File: config.mk
export PLATFORM = sky130hd
export DESIGN_NAME = lsu_load_ctrl
export DESIGN_NICKNAME = d
export VERILOG_FILES = /design/src/rtl/lsu_pkg.sv /design/src/rtl/lsu_align_shift.sv /design/src/rtl/lsu_load_ctrl.sv
export SDC_FILE = /design/constraint.sdc
export NUM_CORES = 1
export LEC_CHECK = 0
export ABC_AREA = 1
export BUFFER_PORTS_ARGS = -buffer_cell sky130_fd_sc_hd__buf_2
export CORE_MARGIN = 2
export CORE_UTILIZATION = 41
export CTS_CLUSTER_SIZE = 25
export DETAILED_ROUTE_END_ITERATION = 10
export PLACE_DENSITY_LB_ADDON = 0.15
export SLEW_MARGIN = 10
export SYNTH_ARGS = -nofsm -noshare
export SYNTH_HDL_FRONTEND = slang
export SYNTH_SLANG_ARGS = --single-unit
File: constraint.sdc
create_clock -name clk -period 2.8 [get_ports clk]
set_clock_uncertainty 0.05 [all_clocks]
set_input_delay 0.14 -clock clk [delete_from_list [all_inputs] [get_ports clk]]
set_output_delay 0.14 -clock clk [all_outputs]
set_load 0.02 [all_outputs]
File: src/rtl/lsu_pkg.sv
// ============================================================================
// Module   : lsu_pkg
// Purpose  : Shared types and constants for the load-side LSU controller:
//            FSM state encoding, result error codes and RV32I load func3
//            values.
// Revision : 1.0 - initial release
// ============================================================================
`default_nettype none

package lsu_pkg;

  // Controller state encoding
  typedef enum logic [1:0] {
    ST_IDLE = 2'd0,
    ST_AR   = 2'd1,
    ST_R    = 2'd2,
    ST_RESP = 2'd3
  } lsu_state_e;

  // Result error codes reported on out_err
  localparam logic [1:0] LSU_OK       = 2'd0;
  localparam logic [1:0] LSU_MISALIGN = 2'd1;
  localparam logic [1:0] LSU_BUS      = 2'd2;
  localparam logic [1:0] LSU_TIMEOUT  = 2'd3;

  // RV32I load func3 encodings
  localparam logic [2:0] LB  = 3'd0;
  localparam logic [2:0] LH  = 3'd1;
  localparam logic [2:0] LW  = 3'd2;
  localparam logic [2:0] LBU = 3'd4;
  localparam logic [2:0] LHU = 3'd5;

endpackage

`default_nettype wire

File: src/rtl/lsu_align_shift.sv
// ============================================================================
// Module   : lsu_align_shift
// Purpose  : Combinational byte-lane alignment and misalignment detection.
//            Shifts the returned bus word right by 8*offset (zero fill) so
//            the addressed byte/half lands at bit 0, and flags accesses whose
//            offset is illegal for the access size.
// Ports    : i_rdata    [31:0] bus word
//            i_off      [1:0]  byte offset within the word
//            i_func3    [2:0]  RV32I load func3
//            o_data     [31:0] i_rdata >> (8*i_off)
//            o_misalign        1 when the access violates natural alignment
// Revision : 1.0 - initial release
// ============================================================================
`default_nettype none

module lsu_align_shift
  import lsu_pkg::*;
(
  input  logic [31:0] i_rdata,
  input  logic [1:0]  i_off,
  input  logic [2:0]  i_func3,
  output logic [31:0] o_data,
  output logic        o_misalign
);

  always_comb begin
    o_data     = i_rdata >> {i_off, 3'b000};
    o_misalign = 1'b0;
    case (i_func3)
      LB, LBU: o_misalign = 1'b0;
      LH, LHU: o_misalign = i_off[0];
      // lw and the unsupported encodings 3/6/7 all need word alignment
      default: o_misalign = |i_off;
    endcase
  end

endmodule

`default_nettype wire

File: src/rtl/lsu_load_ctrl.sv
// ============================================================================
// Module   : lsu_load_ctrl
// Purpose  : Load-side memory access controller. Accepts one load request at
//            a time, checks alignment, issues an AXI4-Lite read, lane-aligns
//            the returned word and presents {data, func3, rd, err} to the
//            extension stage over valid/ready. All outputs are registered.
// Ports    : clk, rst_n (async active-low)
//            in_valid/in_ready/in_addr/in_func3/in_rd  - request from EXU
//            araddr/arvalid/arready                   - AXI AR channel
//            rdata/rresp/rvalid/rready                - AXI R channel
//            out_valid/out_ready/out_data/out_func3/out_rd/out_err - result
// Config   : define LSU_TIMEOUT_EN to enable the R-channel watchdog
//            (TIMEOUT cycles, reports err=3).
// Revision : 1.0 - initial release
// ============================================================================
`default_nettype none

module lsu_load_ctrl
  import lsu_pkg::*;
#(
  parameter int ADDR_W  = 32,
  parameter int DATA_W  = 32,
  parameter int RD_W    = 5,
  parameter int TIMEOUT = 255
) (
  input  logic              clk,
  input  logic              rst_n,
  input  logic              in_valid,
  output logic              in_ready,
  input  logic [ADDR_W-1:0] in_addr,
  input  logic [2:0]        in_func3,
  input  logic [RD_W-1:0]   in_rd,
  output logic [ADDR_W-1:0] araddr,
  output logic              arvalid,
  input  logic              arready,
  input  logic [DATA_W-1:0] rdata,
  input  logic [1:0]        rresp,
  input  logic              rvalid,
  output logic              rready,
  output logic              out_valid,
  input  logic              out_ready,
  output logic [DATA_W-1:0] out_data,
  output logic [2:0]        out_func3,
  output logic [RD_W-1:0]   out_rd,
  output logic [1:0]        out_err
);

  lsu_state_e        r_state;
  logic [1:0]        r_off;
  logic              r_in_ready;
  logic [ADDR_W-1:0] r_araddr;
  logic              r_arvalid;
  logic              r_rready;
  logic              r_out_valid;
  logic [DATA_W-1:0] r_out_data;
  logic [2:0]        r_out_func3;
  logic [RD_W-1:0]   r_out_rd;
  logic [1:0]        r_out_err;

  logic [1:0]        w_off;
  logic [DATA_W-1:0] w_shifted;
  logic              w_misalign;

`ifdef LSU_TIMEOUT_EN
  localparam int               CNT_W   = (TIMEOUT < 2) ? 1 : $clog2(TIMEOUT + 1);
  localparam logic [CNT_W-1:0] C_TMO_LIM = CNT_W'(TIMEOUT);
  logic [CNT_W-1:0] r_tmo_cnt;
`else
  logic w_unused_timeout;
  assign w_unused_timeout = ^TIMEOUT;
`endif

  // One shared aligner: in IDLE it checks the incoming address, afterwards
  // it shifts the R data by the latched offset.
  assign w_off = (r_state == ST_IDLE) ? in_addr[1:0] : r_off;

  lsu_align_shift u_align (
    .i_rdata    (rdata),
    .i_off      (w_off),
    .i_func3    (in_func3),
    .o_data     (w_shifted),
    .o_misalign (w_misalign)
  );

  always_ff @(posedge clk or negedge rst_n) begin
    if (!rst_n) begin
      r_state     <= ST_IDLE;
      r_off       <= '0;
      r_in_ready  <= 1'b0;
      r_araddr    <= '0;
      r_arvalid   <= 1'b0;
      r_rready    <= 1'b0;
      r_out_valid <= 1'b0;
      r_out_data  <= '0;
      r_out_func3 <= '0;
      r_out_rd    <= '0;
      r_out_err   <= LSU_OK;
`ifdef LSU_TIMEOUT_EN
      r_tmo_cnt   <= '0;
`endif
    end else begin
      case (r_state)
        ST_IDLE: begin
          r_in_ready <= 1'b1;
          // Gate on the registered ready so nothing is taken in the first
          // cycle after reset release.
          if (in_valid && r_in_ready) begin
            r_in_ready  <= 1'b0;
            r_off       <= in_addr[1:0];
            r_out_func3 <= in_func3;
            r_out_rd    <= in_rd;
            r_out_data  <= '0;
            if (w_misalign) begin
              r_out_err   <= LSU_MISALIGN;
              r_out_valid <= 1'b1;
              r_state     <= ST_RESP;
            end else begin
              r_out_err <= LSU_OK;
              r_araddr  <= {in_addr[ADDR_W-1:2], 2'b00};
              r_arvalid <= 1'b1;
              r_state   <= ST_AR;
            end
          end
        end

        ST_AR: begin
          if (arready) begin
            r_arvalid <= 1'b0;
            r_rready  <= 1'b1;
            r_state   <= ST_R;
`ifdef LSU_TIMEOUT_EN
            r_tmo_cnt <= '0;
`endif
          end
        end

        ST_R: begin
          if (rvalid) begin
            // Data is shifted even on an error response
            r_out_data  <= w_shifted;
            r_out_err   <= (rresp != 2'b00) ? LSU_BUS : LSU_OK;
            r_rready    <= 1'b0;
            r_out_valid <= 1'b1;
            r_state     <= ST_RESP;
          end
`ifdef LSU_TIMEOUT_EN
          else if (r_tmo_cnt == C_TMO_LIM) begin
            r_out_data  <= '0;
            r_out_err   <= LSU_TIMEOUT;
            r_rready    <= 1'b0;
            r_out_valid <= 1'b1;
            r_state     <= ST_RESP;
          end else begin
            r_tmo_cnt <= r_tmo_cnt + 1'b1;
          end
`endif
        end

        ST_RESP: begin
          if (out_ready) begin
            r_out_valid <= 1'b0;
            r_in_ready  <= 1'b1;
            r_state     <= ST_IDLE;
          end
        end

        default: r_state <= ST_IDLE;
      endcase
    end
  end

  assign in_ready  = r_in_ready;
  assign araddr    = r_araddr;
  assign arvalid   = r_arvalid;
  assign rready    = r_rready;
  assign out_valid = r_out_valid;
  assign out_data  = r_out_data;
  assign out_func3 = r_out_func3;
  assign out_rd    = r_out_rd;
  assign out_err   = r_out_err;

endmodule

`default_nettype wire

==> impl_metrics.json <==
{
  "dieArea_sq_mm": 0.0103,
  "dpl.cell_count": 748,
  "synth_top_flop_cell": "dfrtp_1",
  "fin_ws_ns": 0.368,
  "async_flop_share": 1.00,
  "worst_pin_slew_ns": 1.00,
  "detail-route-antenna-nets": 0,
  "grt_pass1_vias": 3688,
  "num_vias": 3820,
  "wl_per_cell_microns": 13.2,
  "hold_viol": 0,
  "crit-reg2reg-launch": "r_state[1]",
  "cts_tree": "built",
  "wl_microns": 10700,
  "seqCellArea_sq_mm": 0.00200,
  "relSlewSlack": 0.330,
  "postCtsSetupBuffers": 0,
  "syn_to_final_growth_pct": 35.7,
  "crit_type": "reg2reg",
  "drc": 0,
  "ios": 158,
  "setup_viol": 0,
  "endpoint_kind": "flop",
  "drtIter0Drc": 171,
  "gp_congestion": 0.876,
  "fmax_mhz": 411,
  "syn-mean-instance-area_sq_um": 7.99,
  "start_util": 0.421,
  "hold_class": "in2reg",
  "multi_input_area_sq_mm": 0.00165,
  "root_buffer": "clkbuf_8",
  "fin_nets": 756,
  "cts_buffers": 9,
  "ys.warnings.count": 0,
  "rsz0062_at_grt": "false",
  "hold_slack_ns": 0.0133,
  "drive_above_1_share": 0.284,
  "cts_resized": 0,
  "yosysSeqAreaShare": 0.515,
  "track_usage": 0.216,
  "diodes": 0,
  "whs_path_depth": 3,
  "holdBufCountCts": 42,
  "grt_pass1_wl_microns": 17500,
  "netlist_instances": 487,
  "critPathLaunchType": "flop",
  "met2WireLength_microns": 5050,
  "syn_area_sq_mm": 0.00389,
  "synth.distinct_cells": 25,
  "crit_required_ns": 3.04,
  "rrSetupSlack_ns": 0.37,
  "fp.dieW_microns": 101,
  "p_leak_nw": 3.03,
  "clock_latency_ns": 0.35,
  "htree_levels": 3,
  "synth-edff-count": 0,
  "cp_max_fo": 26,
  "core-area_sq_mm": 0.00924,
  "cts.path.max_buffers": 2,
  "io_buffers": 155,
  "grt_max_degree": 81,
  "worstHoldStart": "in_addr[0]",
  "cts.clk_slew.worst_paths_ns": 0.09,
  "fin_crit_ns": 2.43,
  "clock_sinks": 80,
  "tns_ns": 0,
  "wl_met1_microns": 4710,
  "totalPowerFinal_mw": 5.70,
  "ff2ff_path_depth": 9,
  "antenna_found_initial": 0,
  "fin_crit_sh": 0.869,
  "synth_seq_cells": 80,
  "drv_cap": 0,
  "grt.overflow.total": 0,
  "fp-row-count": 35,
  "max-vdd-ir-drop_uv": 504,
  "chipHeight_microns": 101,
  "pre_cts_slack_ns": 0.471,
  "status": "finished, final reports clean",
  "drtPass1Iterations": 4,
  "fill_cells": 852,
  "dp_hpwl_microns": 7220,
  "wl_met3_microns": 672,
  "r2r_end": "out_err[1]",
  "hold_path_end": "r_off[0]",
  "top_layer_used": "met4",
  "power_density_mw_per_mm2": 1080,
  "via_per_inst": 4.74,
  "slew_violations": 0,
  "fin_cells": 806,
  "crit_arrival_ns": 2.67
}
## cell type report
class                           instances  area share
Multi-Input combinational cell        367       0.312
Tap cell                              129      0.0306
Inverter                               14      0.0109
Sequential cell                        80       0.379
Timing Repair Buffer                  200       0.231
Clock buffer                           10      0.0261
Clock inverter                          6     0.00972
## cell usage after synthesis (2+ instances only)
cell        n  area, sq um
nor2_8      3         60.1
buf_2      10         50.1
o21ai_1     4         20.0
nor2_1      2         7.51
nand3_1    53          265
nand2_4     2         22.5
nand2_2     7         43.8
or2_2       2         12.5
ha_1        4         50.1
nand2_1   243          912
dfrtp_1    80         2000
buf_4       4         30.0
inv_2       2         7.51
clkbuf_2    3         15.0
o21ai_0    40          200
inv_1      11         41.3
buf_6       7         78.8
clkbuf_1    3         11.3
## worst max-delay path, cell delays in order (launching register included)
cell,delay (ns)
dfrtp_1,0.43
inv_1,0.10
ha_1,0.42
inv_6,0.10
nand2_2,0.11
nand3_4,0.11
nor2_8,0.32
o21ai_1,0.11
dlygate4sd3_1,0.58
nand2_1,0.06
## worst max-delay path by stage
stage	startpoint	endpoint	slack, ns	depth (start not counted)
5_1_grt	r_state[1]	out_err[1]	0.21	9
2_1_floorplan	r_state[0]	araddr[29]	1.17	10
3_5_place_dp	r_state[1]	araddr[16]	0.47	10
6_report	r_state[1]	out_err[1]	0.37	9
4_1_cts	r_state[1]	out_err[1]	0.38	9
3_3_place_gp	r_state[0]	araddr[11]	0.56	10
## flip-flops by register name (all words and copies together) (netlist names), 2 cells and up
name	flops
out_data	32
out_rd	5
out_err	2
r_state	2
out_func3	3
araddr	30
r_off	2
## cells by family after synthesis
kind of cell | Yosys count | share of synthesized area
adders and majority gates | 4 | 0.0129
other | 1 | 0.000964
AOI/OAI and AO/OA | 48 | 0.0640
and+or+nand+nor | 313 | 0.345
DFF | 80 | 0.515
buffers and inverters | 41 | 0.0624
## report_power, final
part | internal (mW) | total [mW] | leakage (nW) | switching [mW]
Combinational | 0.954 | 3.08 | 1.90 | 2.13
Clock | 0.357 | 0.811 | 0.0870 | 0.454
Sequential | 1.58 | 1.81 | 1.04 | 0.228
Total | 2.89 | 5.70 | 3.03 | 2.81
## placed cells by master, fill, tap and decap left out, types with 4 or more instances in the layout
cell           instances
ha_1                   4
nand3_1               53
dlygate4sd3_1         42
o21ai_0               40
buf_2                154
nand2_1              243
o21ai_1                4
nand2_2                7
clkbuf_8              10
inv_1                 11
dfrtp_1               80
buf_4                  4
## stage by stage
| step | cell area [sq um] | utilization |
|---|---|---|
| 2_1_floorplan | 3890 | - |
| 3_3_place_gp | 4670 | 0.505 |
| 3_5_place_dp | 4670 | 0.505 |
| 4_1_cts | 5280 | 0.571 |
| 5_1_grt | 5280 | 0.571 |
| 6_report | 5280 | 0.571 |
## layer usage
metal	up-vias	GRT usage
met1	1736	0.289
met2	152	0.347
met5	-	0
met4	0	0.0842
met3	18	0.0407
li1	1914	-
(Power assumes the default switching activity.)
